<file path="config.mk">
export PLATFORM = sky130hd
export DESIGN_NAME = elink_rx_word_aligner
export DESIGN_NICKNAME = d
export VERILOG_FILES = /design/src/rtl/elink_rx_word_aligner_pkg.sv /design/src/rtl/elink_rx_word_aligner_comma_detect.sv /design/src/rtl/elink_rx_word_aligner.sv
export SDC_FILE = /design/constraint.sdc
export NUM_CORES = 1
export LEC_CHECK = 0
export CAP_MARGIN = 20
export CORE_MARGIN = 2
export CORE_UTILIZATION = 55
export CTS_BUF_LIST = sky130_fd_sc_hd__clkbuf_4 sky130_fd_sc_hd__clkbuf_8
export DETAILED_ROUTE_END_ITERATION = 12
export PLACE_DENSITY_LB_ADDON = 0.1
export SLEW_MARGIN = 20
export SYNTH_ARGS = -nofsm -noshare
export SYNTH_HDL_FRONTEND = slang
export SYNTH_HIERARCHICAL = 1
export SYNTH_SLANG_ARGS = --single-unit
</file>
<file path="constraint.sdc">
create_clock -name clk -period 4.8 [get_ports clk]
set_input_delay 0.96 -clock clk [delete_from_list [all_inputs] [get_ports clk]]
set_output_delay 0.96 -clock clk [all_outputs]
set_load 0.05 [all_outputs]
</file>
<file path="src/rtl/elink_rx_word_aligner_pkg.sv">
// elink_rx_word_aligner_pkg: K28.5 symbols, FSM encodings and default thresholds for the e-link word aligner.
package elink_rx_word_aligner_pkg;

    localparam logic [9:0] K28N = 10'b0011111010;
    localparam logic [9:0] K28P = 10'b1100000101;

    localparam int LOCK_COUNT_DEF = 4;
    localparam int MAX_ERR_DEF    = 3;

    typedef enum logic [1:0] {
        ST_SEARCH = 2'd0,
        ST_VERIFY = 2'd1,
        ST_LOCKED = 2'd2
    } state_t;

    function automatic logic is_k285(input logic [9:0] w);
        return (w == K28N) || (w == K28P);
    endfunction

endpackage

</file>
<file path="src/rtl/elink_rx_word_aligner_comma_detect.sv">
// elink_comma_detect: flags K28.5 in the even (win[9:0]) and odd (win[10:1]) candidate windows.
module elink_comma_detect
    import elink_rx_word_aligner_pkg::*;
(
    input  logic [10:0] win,
    output logic        hit_w0,
    output logic        hit_w1
);

    assign hit_w0 = is_k285(win[9:0]);
    assign hit_w1 = is_k285(win[10:1]);

endmodule

</file>
<file path="src/rtl/elink_rx_word_aligner.sv">
// elink_rx_word_aligner: recovers 10-bit 8b10b symbol boundaries from a 2-bit e-link stream using K28.5 commas.
module elink_rx_word_aligner
    import elink_rx_word_aligner_pkg::*;
#(
    parameter int LOCK_COUNT = LOCK_COUNT_DEF,
    parameter int MAX_ERR    = MAX_ERR_DEF
) (
    input  logic       clk,
    input  logic       reset,
    input  logic       en,
    input  logic [1:0] rx_elink2bit,
    output logic [9:0] word_out,
    output logic       word_valid,
    output logic       is_comma,
    output logic       locked,
    output logic [7:0] realign_cnt
);

    logic [19:0] sr_q, sr_d;
    state_t      state_q, state_d;
    logic        offset_q, offset_d;
    logic [2:0]  phase_q, phase_d;
    logic [7:0]  cnt_q, cnt_d;
    logic [7:0]  err_q, err_d;
    logic [7:0]  realign_q, realign_d;
    logic [9:0]  word_q, word_d;
    logic        valid_q, valid_d;
    logic        comma_q, comma_d;

    logic        hit_w0, hit_w1;
    logic        boundary, sel_hit, aligned, misaligned;
    logic [9:0]  sel_win;
    logic        unused_sr;

    assign unused_sr = ^sr_q[19:18];

    elink_comma_detect u_comma_detect (
        .win    (sr_q[10:0]),
        .hit_w0 (hit_w0),
        .hit_w1 (hit_w1)
    );

    always_comb begin
        boundary   = (phase_q == 3'd4);
        sel_win    = offset_q ? sr_q[10:1] : sr_q[9:0];
        sel_hit    = offset_q ? hit_w1 : hit_w0;
        aligned    = boundary && sel_hit;
        misaligned = (hit_w0 || hit_w1) && !aligned;
        sr_d       = sr_q;
        state_d    = state_q;
        offset_d   = offset_q;
        phase_d    = phase_q;
        cnt_d      = cnt_q;
        err_d      = err_q;
        realign_d  = realign_q;
        word_d     = word_q;
        valid_d    = valid_q;
        comma_d    = comma_q;
        if (en) begin
            sr_d    = {sr_q[17:0], rx_elink2bit[1], rx_elink2bit[0]};
            phase_d = boundary ? 3'd0 : phase_q + 3'd1;
            valid_d = 1'b0;
            case (state_q)
                ST_SEARCH: begin
                    if (hit_w0 || hit_w1) begin
                        offset_d = !hit_w0;
                        phase_d  = 3'd0;
                        cnt_d    = 8'd1;
                        state_d  = ST_VERIFY;
                    end
                end
                ST_VERIFY: begin
                    if (boundary) begin
                        if (sel_hit) begin
                            cnt_d = cnt_q + 8'd1;
                            if (cnt_d >= 8'(LOCK_COUNT))
                                state_d = ST_LOCKED;
                        end else begin
                            state_d = ST_SEARCH;
                        end
                    end
                end
                ST_LOCKED: begin
                    if (boundary) begin
                        word_d  = sel_win;
                        valid_d = 1'b1;
                        comma_d = sel_hit;
                    end
                    // a boundary word is still emitted in the cycle that trips the error limit
                    if (aligned) begin
                        err_d = 8'd0;
                    end else if (misaligned) begin
                        err_d = err_q + 8'd1;
                        if (err_d >= 8'(MAX_ERR)) begin
                            err_d     = 8'd0;
                            state_d   = ST_SEARCH;
                            realign_d = (realign_q == 8'hFF) ? realign_q : realign_q + 8'd1;
                        end
                    end
                end
                default: state_d = ST_SEARCH;
            endcase
        end
    end

    always_ff @(posedge clk) begin
        if (!reset) begin
            sr_q      <= '0;
            state_q   <= ST_SEARCH;
            offset_q  <= 1'b0;
            phase_q   <= 3'd0;
            cnt_q     <= 8'd0;
            err_q     <= 8'd0;
            realign_q <= 8'd0;
            word_q    <= 10'd0;
            valid_q   <= 1'b0;
            comma_q   <= 1'b0;
        end else begin
            sr_q      <= sr_d;
            state_q   <= state_d;
            offset_q  <= offset_d;
            phase_q   <= phase_d;
            cnt_q     <= cnt_d;
            err_q     <= err_d;
            realign_q <= realign_d;
            word_q    <= word_d;
            valid_q   <= valid_d;
            comma_q   <= comma_d;
        end
    end

    // a strobe pending across an en-low gap is presented once en returns
    assign word_out    = word_q;
    assign word_valid  = valid_q && en;
    assign is_comma    = comma_q;
    assign locked      = (state_q == ST_LOCKED);
    assign realign_cnt = realign_q;

endmodule

</file>
; Word-level counts from Yosys, hierarchy flattened
; Cells that the tools add are included.
[totals]
word_cells = 72
regBits = 53
[classes]
bitwise_logic = 2
add_sub_neg = 4
order_cmp = 2
n_reduce_logical = 17
n_eq_ne = 15
mux = 22
[ops]
columns = operator, n
row1 = $mux 8, 6
row2 = $add 8x1->8 const B, 3
row3 = $eq 10x10->1 const B, 2
row4 = $eq 10x8->1 const B, 2
row5 = $pmux 8 s2, 1
row6 = $mux 2, 7
row7 = $mux 10, 1
row8 = $mux 3, 3
row9 = $reduce_and 3->1, 3
row10 = $eq 8x8->1 const B, 1
row11 = $ge 8x2->1 const B, 1
row12 = $ge 8x3->1 const B, 1
row13 = $ne 2x2->1 const B, 4
row14 = $reduce_and 7->1, 1
row15 = $pmux 2 s3, 1
row16 = $reduce_and 6->1, 1
row17 = $reduce_and 5->1, 1
row18 = $ne 2x1->1 const B, 2
row19 = $reduce_bool 2->1, 2
row20 = $add 3x1->3 const B, 1
row21 = $eq 3x3->1 const B, 1
row22 = $logic_and 1x1->1, 3
row23 = $logic_or 1x1->1, 3
row24 = $mux 1, 3
row25 = 6 further kinds, 8

; Longest topological paths before layout
; Gate-level depths: netlist of run 1.
[logic_depth]
word_depth = 9
mapped_depth = 10
mapped_depth_nobuf = 9

; Modules after synthesis
; Netlist of run 1, hierarchy kept.
[by_module_without_submodules]
columns = module, area_per_inst_um2, n_inst, cells_each
row1 = elink_rx_word_aligner, 2477.4, 1, 288
row2 = elink_comma_detect, 77.6, 1, 10

; Least setup slack after synthesis of run 1
; No wires, ideal clock.
[synth_path]
path_type = input to output
start = input en
end = output word_valid
arrival_time_ns = 2.068
path_buffers = 2
stages = 3
setup_slack_ns = 1.772
required_time_ns = 3.840
path_cell_list = clkbuf_1 > buf_1 > and2_1
[synth_between]
elab_chain_cells = 1
[synth_lines]
columns = item, line
row1 = start: declaration, elink_rx_word_aligner.sv:10  ; input logic en,
row2 = $logic_and 1x1->1, elink_rx_word_aligner.sv:134  ; assign word_valid = valid_q && en;
row3 = end: declaration, elink_rx_word_aligner.sv:13  ; output logic word_valid,
; Every way passes these cells.

; Worst setup path in the final report of run 1
; Ends and elaborated chain as after synthesis.

==> run summary, run 1 <==
* part of the total power dissipated in the clock network: 0.351
* routability cong.: 0.801
* Clock Sinks: 53
* Slowest Stage Delay on Critical Path: 800 ps
* clock skew: 7.39 ps
* overall die area: 0.00521 mm^2
* average instance area after synthesis: 8.57 um^2
* Psw: 160 uW
* summed instance area of the synthesized netlist: 0.00255 mm^2
* leak pwr: 1.10 nW
* maximum number of pins on one net before global-route repair: 26
* Syn. warnings: 6
* count of buffers from port buffering: 25
* Setup Slack @ Placement: 1420 ps
* Core Region: 0.00441 mm^2
* number of CTS-inserted buffers: 5
* gr usage total: 0.210
* area growth from synthesis to layout: 14.0%
* crit path launch type: primary input
* result of the run: finished clean
* number of maximum-capacitance violations: 0
* leading cell types by total area after synthesis: sky130_fd_sc_hd__dfxtp_1 42%, sky130_fd_sc_hd__mux2i_1 10%, sky130_fd_sc_hd__nor2_1 6.2%, sky130_fd_sc_hd__a21oi_1 3.7%, sky130_fd_sc_hd__a211oi_1 3.2%
* CP max stage cell: sky130_fd_sc_hd__clkdlybuf4s50_1
* cell count of the worst reg-to-reg path: 9
* overall overflow remaining after global route: 0
* time the worst path needs with I/O delays and setup: 3380 ps
* root buffer selected by CTS: sky130_fd_sc_hd__clkbuf_8
* per-cell via count in the routed design: 5.80
* sequential group share of total power: 0.607
* average wire per standard cell: 13.5 um
* RR Endpoint: realign_cnt[2]
* TritonRoute pass-1 iters: 4
* final worst slack: 1420 ps
* Final period util: 0.704
* Hold Slack: 492 ps
* Slew headroom: 0.508
* number of buffers inserted to repair setup after CTS: 0
* total of hold buffers inserted after clock tree synthesis: 0
* number of DRC markers after the initial detailed-route iteration: 123
* proportion of layout cells with a drive suffix above 1: 0.0442
* final hold violation count: 0
* actual transition at the worst max-transition pin: 738 ps
* Worst Path Class, Setup: in -> out
* sequence of cells on the critical path: clkdlybuf4s50_1, and2_1, clkdlybuf4s50_1
* classification of the worst-slack hold path: reg -> reg
* number of standard cells after synthesis: 298
* endpoint kind of the worst setup timing path: output port
* logic gate share of total power: 0.043
* required time worst endpoint: 3840 ps
* Net Count, Synth: 309
* count of cell types in the netlist: 45
* count of pins on the block boundary: 26
* count of fill cells added during filler insertion: 388
* source-to-sink clock delay at the later pin of the worst-skew pair: 300 ps
* setup repair after global routing missed its margin: no
* Post-synth ARST share: 0
* Post-synth EDFFs: 0
* Fin Setup TNS: 0 ps
* Tot Pwr: 736 uW
* dpl cell area: 0.00282 mm^2
* Routed Antenna Nets: 0
* number of global-route vias before repair: 1,977
* vias after detailed routing: 2,139
* peak fanout along the critical path: 2
* Routed Wire Length: 4970 um
* Reg2Reg Setup Slack: 1910 ps
* level count of the clock H-tree: 2
* areal power density over the cells: 253 mW/mm^2
* worst setup path endpoint: word_valid
* most frequently used cell type in the post-synthesis netlist: sky130_fd_sc_hd__dfxtp_1
* final antenna diode count: 0
* launch instance of the worst register-to-register path: sr_q[3]
* most repeated library cell on the critical path: sky130_fd_sc_hd__clkdlybuf4s50_1
* Yosys reg bits: 53
* buffer depth of the longest clock path: 2
* # resized after CTS: 0
* number of DRC violations after detailed routing: 0
* synth cell count leaders: 53 x sky130_fd_sc_hd__dfxtp_1, 42 x sky130_fd_sc_hd__nor2_1, 26 x sky130_fd_sc_hd__mux2i_1
* Most used DFF post-synth: sky130_fd_sc_hd__dfxtp_1
* Non-Filler Cell Area, Final: 0.00291 mm^2
* CTS clk-pin slew, worst paths: 90 ps
* Internal Pwr Total: 576 uW
* library cell occupying the most area in the post-synthesis netlist: sky130_fd_sc_hd__dfxtp_1
* timing startpoint of the critical path: en
* area share of the largest cell type after synthesis: 0.415
* CTS tree: done
* initial standard-cell utilization of the core: 0.579
* initial antenna violation count: 0
* data arrival time at the worst-slack endpoint: 2420 ps
* Final setup violation count: 0
* switching share of total power: 0.218
* worst-case vdd ir drop: 0.000213 V
* Achievable Freq: 0.296 GHz
* sequential cell area fraction in the yosys report: 0.415
* final layout net count: 328
* Core Rows: 24
* Die H: 72.2 um
* die width: 72.2 um
* sum of net half-perimeters after detailed placement: 3500 um
* first-pass GRT wire length: 8740 um
* fin. max-slew vios: 0
-- critical path, delay by kind of cell --
family / cells / cell delay, ps
and+or+nand+nor: 1 / 150
buffers and inverters: 2 / 1300
-- cells by family after synthesis --
kind of cell / count (synthesis) / synth area share
and+or+nand+nor: 122 / 0.240
AOI/OAI and AO/OA: 63 / 0.163
DFF: 53 / 0.415
muxes: 27 / 0.107
buffers and inverters: 26 / 0.0411
adders and majority gates: 6 / 0.0294
xor gates and xnor gates: 1 / 0.00343
-- final cells by class --
| class | instances | area, um^2 | area share |
|---|---|---|---|
| Multi-Input combinational cell | 219 | 1390 | 0.477 |
| Clock buffer | 7 | 90.1 | 0.0309 |
| Sequential cell | 53 | 1060 | 0.364 |
| Tap cell | 52 | 65.1 | 0.0223 |
| Inverter | 11 | 41.3 | 0.0142 |
| Timing Repair Buffer | 27 | 265 | 0.0911 |
-- power by group through the flow --
stage,combinational (mW),clock [mW],sequential [mW]
6_report,0.0313,0.258,0.447
5_1_grt,0.0349,0.281,0.448
4_1_cts,0.0317,0.265,0.447
3_5_place_dp,0.0316,0,0.457
3_3_place_gp,0.0302,0,0.457
2_1_floorplan,0.0229,0,0.456
-- registers in the layout, indices dropped and copies added, names as in the netlist --
signal / flops
cnt_q: 8
err_q: 8
is_comma: 1
offset_q: 1
phase_q: 3
realign_cnt: 8
sr_q: 11
state_q: 2
valid_q: 1
word_out: 10
-- worst min-delay path by stage --
stage | startpoint | end | slack [ps] | cells after the start
floorplan | cnt_q[7] | cnt_q[7] | 450 | 1
global placement | valid_q | valid_q | 460 | 2
detailed placement | valid_q | valid_q | 470 | 2
CTS | valid_q | valid_q | 490 | 2
global route | err_q[5] | err_q[5] | 520 | 1
finish | valid_q | valid_q | 490 | 2
-- placed cells by master, fill, tap and decap left out, types with 2 or more instances in the layout --
cell type	instances
sky130_fd_sc_hd__ha_1	6
sky130_fd_sc_hd__clkbuf_8	6
sky130_fd_sc_hd__o21ai_1	3
sky130_fd_sc_hd__o31ai_1	3
sky130_fd_sc_hd__and3_1	10
sky130_fd_sc_hd__and4bb_1	2
sky130_fd_sc_hd__nand2b_1	6
sky130_fd_sc_hd__a21oi_1	19
sky130_fd_sc_hd__nand4_1	6
sky130_fd_sc_hd__nand3b_1	2
sky130_fd_sc_hd__and2_1	6
sky130_fd_sc_hd__a31o_2	2
sky130_fd_sc_hd__nor2b_1	3
sky130_fd_sc_hd__dfxtp_1	53
sky130_fd_sc_hd__inv_1	11
sky130_fd_sc_hd__nand3_1	13
sky130_fd_sc_hd__mux2i_1	26
sky130_fd_sc_hd__o21ai_0	9
sky130_fd_sc_hd__buf_4	2
sky130_fd_sc_hd__nor4_1	2
sky130_fd_sc_hd__a31oi_1	3
sky130_fd_sc_hd__clkdlybuf4s50_1	25
sky130_fd_sc_hd__nor2_1	42
sky130_fd_sc_hd__o21a_1	2
sky130_fd_sc_hd__or3_1	3
sky130_fd_sc_hd__a211oi_1	11
sky130_fd_sc_hd__nand2_1	19
sky130_fd_sc_hd__nor3_1	4
-- through the flow --
step,utilization,instances
3_5_place_dp,0.639,362
3_3_place_gp,0.639,362
6_report,0.660,369
5_1_grt,0.660,369
4_1_cts,0.660,369
2_1_floorplan,-,298
-- routing by layer --
metal / up-vias / global-route usage / share of wire
li1: 1113 / - / -
met1: 995 / 0.282 / 0.51
met2: 23 / 0.334 / 0.46
met3: 8 / 0.0486 / 0.024
met4: 0 / 0.0692 / 0.012
met5: - / 0 / 0
(Power assumes the default switching activity.)
==> run 2: changes to the inputs <==
--- a/config.mk
+++ b/config.mk
@@ -7,7 +7,7 @@
 export LEC_CHECK = 0
 export CAP_MARGIN = 20
 export CORE_MARGIN = 2
-export CORE_UTILIZATION = 55
+export CORE_UTILIZATION = 53
 export CTS_BUF_LIST = sky130_fd_sc_hd__clkbuf_4 sky130_fd_sc_hd__clkbuf_8
 export DETAILED_ROUTE_END_ITERATION = 12
 export PLACE_DENSITY_LB_ADDON = 0.1
==> constraint.sdc (replaced) <==
create_clock -name clk -period 3.1 [get_ports clk]
set_input_delay 0.62 -clock clk [delete_from_list [all_inputs] [get_ports clk]]
set_output_delay 0.62 -clock clk [all_outputs]
set_load 0.05 [all_outputs]
==> run 2 against run 1 <==
Clock power up 52%. Utilization shrank 2.9 points. Clock skew about the same. Worst hold slack improved by 8.2 ps. Setup slack got worse by 1000 ps. Count of clock-buffer cells in the layout is the same. Total power rose by 54%. Final area up 1.5%. Non-clock buffer count is 3 higher. Critical path depth rose by 6. Sequential power up 55%. Critical path type is now reg -> reg. Highest routed layer unchanged.
==> run summary, run 2 (same netlist as run 1, synthesis figures left out) <==
* CTS tree: done, unchanged
* fin. max-slew vios: 0, unchanged
* count of fill cells added during filler insertion: 428, was 388
* buffer depth of the longest clock path: 2, unchanged
* Slowest Stage Delay on Critical Path: 430 ps, was 800 ps
* per-cell via count in the routed design: 5.70, was 5.80
* final standard cell count with taps included and fillers excluded: 375, was 369
* setup repair after global routing missed its margin: no, unchanged
* vias after detailed routing: 2,137, was 2,139
* final layout net count: 331, was 328
* actual transition at the worst max-transition pin: 720 ps, was 738 ps
* leak pwr: 1.12 nW, was 1.10 nW
* Top reg by flops: sr_q, unchanged
* CTS clk-pin slew, worst paths: 90 ps, about the same
* first-pass GRT wire length: 9020 um, was 8740 um
* endpoint kind of the worst setup timing path: register, was output port
* number of DRC violations after detailed routing: 0, unchanged
* final hold violation count: 0, unchanged
* Die H: 73.4 um, was 72.2 um
* die width: 73.4 um, was 72.2 um
* proportion of layout cells with a drive suffix above 1: 0.0592, was 0.0442
* Worst Path Class, Setup: reg -> reg, was in -> out
* average wire per standard cell: 13.8 um, was 13.5 um
* number of cells after detailed placement: 367, was 362
* result of the run: finished clean, unchanged
* initial standard-cell utilization of the core: 0.545, was 0.579
* final worst slack: 388 ps, was 1420 ps
* part of the total power dissipated in the clock network: 0.347, was 0.351
* count of pins on the block boundary: 26, unchanged
* crit path launch type: register, was primary input
* Routed Antenna Nets: 0, unchanged
* source-to-sink clock delay at the later pin of the worst-skew pair: 310 ps, was 300 ps
* sequence of cells on the critical path: and4bb_1, or3b_1, o21ai_1, o21ba_2, o2111ai_1, a41o_1, a31oi_4, a21oi_1, a31o_2, was clkdlybuf4s50_1, and2_1, clkdlybuf4s50_1
* peak fanout along the critical path: 12, was 2
* areal power density over the cells: 384 mW/mm^2, was 253 mW/mm^2
* maximum number of pins on one net before global-route repair: 24, was 26
* gr usage total: 0.212, was 0.210
* level count of the clock H-tree: 2, unchanged
* count of buffers from port buffering: 25, unchanged
* top cell family by delay on the critical path: compound AO/OA/AOI/OAI gates, was buffers and inverters
* max reg flops: 11, unchanged
* overall die area: 0.00539 mm^2, was 0.00521 mm^2
* Final period util: 0.875
* logic gate share of total power: 0.044, was 0.043
* most common cell after layout, fill and taps aside: sky130_fd_sc_hd__dfxtp_1, unchanged
* number of global-route vias before repair: 1,971, was 1,977
* Slew headroom: 0.519, was 0.508
* Final setup violation count: 0, unchanged
* area growth from synthesis to layout: 15.7%, was 14.0%
* total of hold buffers inserted after clock tree synthesis: 0, unchanged
* Achievable Freq: 0.369 GHz
* utilization after layout: 0.630, was 0.660
* final antenna diode count: 0, unchanged
* overall overflow remaining after global route: 0, unchanged
* Routed Wire Length: 5180 um, was 4970 um
* sum of net half-perimeters after detailed placement: 3700 um, was 3500 um
* Internal Pwr Total: 884 uW, was 576 uW
* Setup Slack @ Placement: 275 ps, was 1420 ps
* classification of the worst-slack hold path: reg -> reg, unchanged
* Core Rows: 25, was 24
* number of maximum-capacitance violations: 0, unchanged
* Psw: 251 uW, was 160 uW
* required time worst endpoint: 3310 ps, was 3840 ps
* time the worst path needs with I/O delays and setup: 2710 ps
* most frequent cells in the layout: 53 x sky130_fd_sc_hd__dfxtp_1, 42 x sky130_fd_sc_hd__nor2_1, 26 x sky130_fd_sc_hd__mux2i_1, 24 x sky130_fd_sc_hd__clkdlybuf4s50_1, was 53 x sky130_fd_sc_hd__dfxtp_1, 42 x sky130_fd_sc_hd__nor2_1, 26 x sky130_fd_sc_hd__mux2i_1, 25 x sky130_fd_sc_hd__clkdlybuf4s50_1
* TritonRoute pass-1 iters: 4, unchanged
* Clock Sinks: 53, unchanged
* data arrival time at the worst-slack endpoint: 2920 ps, was 2420 ps
* number of CTS-inserted buffers: 5, unchanged
* number of DRC markers after the initial detailed-route iteration: 71, was 123
* Core Region: 0.00469 mm^2, was 0.00441 mm^2
* worst-case vdd ir drop: 0.000204 V, was 0.000213 V
* switching share of total power: 0.221, was 0.218
* root buffer selected by CTS: sky130_fd_sc_hd__clkbuf_8, unchanged
* routability cong.: 0.846, was 0.801
* Hold Slack: 501 ps, was 492 ps
* initial antenna violation count: 0, unchanged
* sequential group share of total power: 0.610, was 0.607
* number of buffers inserted to repair setup after CTS: 0, unchanged
* clock skew: 7.21 ps, was 7.39 ps
* # resized after CTS: 0, unchanged
* CP max stage cell: sky130_fd_sc_hd__dfxtp_1, was sky130_fd_sc_hd__clkdlybuf4s50_1
* Fin Setup TNS: 0 ps, unchanged
* buffers and inverters on the worst path: 0, was 2
[run 2: cell count changes in the layout (fill, tap and decap cells not counted), sizes merged]
| cell | change |
|---|---|
| buf | +4 |
| clkdlybuf4s50 | -1 |
| clkinvlp | +1 |
[run 2: per-layer routing]
layer / vias to the layer above / GRT usage / routed length (um) / part of all wire
li1: 1113 / - / - / -
met1: 995 / 0.278 / 2560 / 0.49
met2: 21 / 0.350 / 2430 / 0.47
met3: 8 / 0.0288 / 86 / 0.017
met4: 0 / 0.0848 / 100 / 0.019
met5: - / 0 / 0 / 0
[run 2: stage by stage]
step | power, mW | instance area, um^2
global placement | 0.757 | 2860
floorplan | 0.741 | 2550
global route | 1.18 | 2960
detailed placement | 0.758 | 2860
CTS | 1.15 | 2950
finish | 1.13 | 2960
[run 2: layout make-up]
cell class | count | area, um^2 | share of cell area
clock buffers | 7 | 83.8 | 0.0284
flip-flops and latches | 53 | 1060 | 0.359
well taps | 54 | 67.6 | 0.0229
inverters | 11 | 41.3 | 0.0140
repair buffers | 30 | 298 | 0.101
clock inverters | 1 | 7.51 | 0.00254
multi-input cells | 219 | 1400 | 0.473
[run 2: power groups by stage]
stage / clock (mW) / combinational (mW) / sequential [mW]
5_1_grt: 0.431 / 0.0565 / 0.693
3_5_place_dp: 0 / 0.0500 / 0.708
3_3_place_gp: 0 / 0.0501 / 0.707
6_report: 0.393 / 0.0496 / 0.692
2_1_floorplan: 0 / 0.0354 / 0.706
4_1_cts: 0.408 / 0.0505 / 0.692
[run 2: worst paths after layout]
| check | start | to | slack [ps] | cells past startpoint |
|---|---|---|---|---|
| hold reg to reg | cnt_q[7] | cnt_q[7] | 500 | 1 |
| setup / recovery | sr_q[1] | realign_cnt[2] | 390 | 9 |
| hold / removal | cnt_q[7] | cnt_q[7] | 500 | 1 |
| setup reg to reg | sr_q[1] | realign_cnt[2] | 390 | 9 |
[run 2: worst register-to-register path, cell delays in order (launching register included)]
cell	delay [ps]
sky130_fd_sc_hd__dfxtp_1	430
sky130_fd_sc_hd__and4bb_1	240
sky130_fd_sc_hd__or3b_1	340
sky130_fd_sc_hd__o21ai_1	310
sky130_fd_sc_hd__o21ba_2	220
sky130_fd_sc_hd__o2111ai_1	150
sky130_fd_sc_hd__a41o_1	270
sky130_fd_sc_hd__a31oi_4	320
sky130_fd_sc_hd__a21oi_1	120
sky130_fd_sc_hd__a31o_2	210
==> run 3: changes to the inputs <==
--- a/config.mk
+++ b/config.mk
@@ -7,7 +7,7 @@
 export LEC_CHECK = 0
 export CAP_MARGIN = 20
 export CORE_MARGIN = 2
-export CORE_UTILIZATION = 53
+export CORE_UTILIZATION = 55
 export CTS_BUF_LIST = sky130_fd_sc_hd__clkbuf_4 sky130_fd_sc_hd__clkbuf_8
 export DETAILED_ROUTE_END_ITERATION = 12
 export PLACE_DENSITY_LB_ADDON = 0.1
==> constraint.sdc (replaced) <==
create_clock -name clk -period 3 [get_ports clk]
set_input_delay 0.6 -clock clk [delete_from_list [all_inputs] [get_ports clk]]
set_output_delay 0.6 -clock clk [all_outputs]
set_load 0.05 [all_outputs]
==> run 3 against run 2 <==
Non-clock buffer count rose by 1. Global-route usage rose by 0.35 points. Utilization rose by 4.0 points. Highest routed layer unchanged. Total power rose by 1.5%. Wire length fell by 1.2%. Cell count fell by 0.27%. Via count rose by 1.1%. Combinational power rose by 6.0%. Clock power fell by 2%. Maximum frequency rose by 1.6%. Register-to-register slack got worse by 60 ps. Sequential share of layout area did not move.
==> run summary, run 3 (same netlist as run 1, synthesis figures left out) <==
* gr usage total: 0.215, was 0.212
* Reg2Reg Setup Slack: 330 ps, was 390 ps
* actual transition at the worst max-transition pin: 593 ps, was 720 ps
* number of DRC violations after detailed routing: 0, unchanged
* data arrival time at the worst-slack endpoint: 2870 ps, was 2920 ps
* classification of the worst-slack hold path: reg -> reg, unchanged
* leak pwr: 1.13 nW, was 1.12 nW
* most frequent cells in the layout: 53 x sky130_fd_sc_hd__dfxtp_1, 42 x sky130_fd_sc_hd__nor2_1, 26 x sky130_fd_sc_hd__mux2i_1, 24 x sky130_fd_sc_hd__clkdlybuf4s50_1, unchanged
* launch instance of the worst register-to-register path: sr_q[2], was sr_q[1]
* Routed Wire Length: 5120 um, was 5180 um
* hold path endpoint: cnt_q[7], unchanged
* die width: 72.2 um, was 73.4 um
* Die H: 72.2 um, was 73.4 um
* Hold Crit Depth: 1, unchanged
* Routed Antenna Nets: 0, unchanged
* total of hold buffers inserted after clock tree synthesis: 0, unchanged
* hold wc startpoint: cnt_q[7], unchanged
* Psw: 250 uW, was 251 uW
* root buffer selected by CTS: sky130_fd_sc_hd__clkbuf_8, unchanged
* TritonRoute pass-1 iters: 4, unchanged
* CTS clk-pin slew, worst paths: 90 ps, about the same
* overall die area: 0.00521 mm^2, was 0.00539 mm^2
* max reg flops: 11, unchanged
* Core Region: 0.00441 mm^2, was 0.00469 mm^2
* vias after detailed routing: 2,160, was 2,137
* final layout net count: 332, was 331
* endpoint kind of the worst setup timing path: register, unchanged
* clock skew: 5.76 ps, was 7.21 ps
* sequential group share of total power: 0.621, was 0.610
* sum of net half-perimeters after detailed placement: 3730 um, was 3700 um
* source-to-sink clock delay at the later pin of the worst-skew pair: 300 ps, was 310 ps
* setup repair after global routing missed its margin: no, unchanged
* Setup Slack @ Placement: 197 ps, was 275 ps
* peak fanout along the critical path: 12, unchanged
* worst-case vdd ir drop: 0.000346 V, was 0.000204 V
* CTS tree: done, unchanged
* first-pass GRT wire length: 9000 um, was 9020 um
* Final setup violation count: 0, unchanged
* count of buffers from port buffering: 25, unchanged
* time the worst path needs with I/O delays and setup: 2670 ps, was 2710 ps
* Slew headroom: 0.602, was 0.519
* switching share of total power: 0.217, was 0.221
* Clock Sinks: 53, unchanged
* number of maximum-capacitance violations: 0, unchanged
* required time worst endpoint: 3200 ps, was 3310 ps
* timing startpoint of the critical path: sr_q[2], was sr_q[1]
* number of global-route vias before repair: 2,017, was 1,971
* overall overflow remaining after global route: 0, unchanged
* Core Rows: 24, was 25
* areal power density over the cells: 389 mW/mm^2, was 384 mW/mm^2
* average wire per standard cell: 13.7 um, was 13.8 um
* routability cong.: 0.845, was 0.846
* count of pins on the block boundary: 26, unchanged
* part of the total power dissipated in the clock network: 0.333, was 0.347
* number of DRC markers after the initial detailed-route iteration: 81, was 71
* utilization after layout: 0.670, was 0.630
* result of the run: finished clean, unchanged
* initial standard-cell utilization of the core: 0.579, was 0.545
* initial antenna violation count: 0, unchanged
* Achievable Freq: 0.375 GHz, was 0.369 GHz
* Fin Setup TNS: 0 ps, unchanged
* number of CTS-inserted buffers: 5, unchanged
* most common cell after layout, fill and taps aside: sky130_fd_sc_hd__dfxtp_1, unchanged
* final hold violation count: 0, unchanged
* RR Endpoint: realign_cnt[2], unchanged
* Worst Path Class, Setup: reg -> reg, unchanged
* area growth from synthesis to layout: 15.7%, unchanged
* logic gate share of total power: 0.046, was 0.044
* final worst slack: 332 ps, was 388 ps
* Top reg by flops: sr_q, unchanged
* level count of the clock H-tree: 2, unchanged
* Internal Pwr Total: 901 uW, was 884 uW
* per-cell via count in the routed design: 5.78, was 5.70
* final antenna diode count: 0, unchanged
* cell count of the worst reg-to-reg path: 9, unchanged
* Final period util: 0.889, was 0.875
* crit path launch type: register, unchanged
* buffer depth of the longest clock path: 2, unchanged
* proportion of layout cells with a drive suffix above 1: 0.0621, was 0.0592
* maximum number of pins on one net before global-route repair: 24, unchanged
* fin. max-slew vios: 0, unchanged
run 3: cell types whose count changed in the layout (fill, tap and decap cells not counted), sizes merged:
cell      delta
clkinv       +2
buf          +1
clkbuf       -1
clkinvlp     -1
run 3: per-layer routing:
layer  global-route usage  wire length [um]  up-vias
li1                     -                 -     1116
met1                0.280              2470     1008
met2                0.350              2430       28
met3               0.0486               158        8
met4               0.0797                64        0
met5                    0                 0        -
run 3: critical path: stages, from the launching register on:
cell	delay, ps
sky130_fd_sc_hd__dfxtp_1	360
sky130_fd_sc_hd__and4bb_1	290
sky130_fd_sc_hd__or3b_1	340
sky130_fd_sc_hd__o21ai_1	330
sky130_fd_sc_hd__o21ba_2	220
sky130_fd_sc_hd__o2111ai_1	130
sky130_fd_sc_hd__a41o_1	260
sky130_fd_sc_hd__a31oi_4	310
sky130_fd_sc_hd__a21oi_1	110
sky130_fd_sc_hd__a31o_2	220
run 3: layout make-up:
| cell class | count | area, um^2 |
|---|---|---|
| clock inverters | 2 | 10.0 |
| inverters | 11 | 41.3 |
| repair buffers | 31 | 305 |
| flip-flops and latches | 53 | 1060 |
| well taps | 52 | 65.1 |
| fillers | 398 | 1460 |
| clock buffers | 6 | 76.3 |
| multi-input cells | 219 | 1400 |
run 3: worst max-delay path by stage:
stage / to / slack, ps / cells past startpoint
after detailed placement: realign_cnt[4] / 200 / 9
after global placement: realign_cnt[2] / 260 / 9
after global routing: realign_cnt[3] / 140 / 9
after CTS: realign_cnt[4] / 180 / 9
after floorplan: realign_cnt[2] / 570 / 10
final: realign_cnt[2] / 330 / 9
run 3: per-stage QoR:
stage / power, mW / instances / hold slack (ps) / cell area, um^2
after floorplan: 0.766 / 298 / 447 / 2550
after global placement: 0.782 / 366 / 465 / 2860
after detailed placement: 0.784 / 366 / 474 / 2860
after CTS: 1.17 / 374 / 497 / 2950
after global routing: 1.20 / 374 / 528 / 2960
final: 1.15 / 374 / 494 / 2960
run 3: what timing repair did:
item                                    4_1_cts  5_1_grt
endpoints found under the setup margin        0        5
buffers inserted                              0        0
resized for setup                             0        1
run 3: power groups by stage:
stage / sequential [mW] / clock [mW] / combinational [mW]
floorplan: 0.730 / 0 / 0.0366
global placement: 0.731 / 0 / 0.0516
detailed placement: 0.731 / 0 / 0.0524
CTS: 0.715 / 0.403 / 0.0529
global route: 0.716 / 0.430 / 0.0589
finish: 0.715 / 0.384 / 0.0526
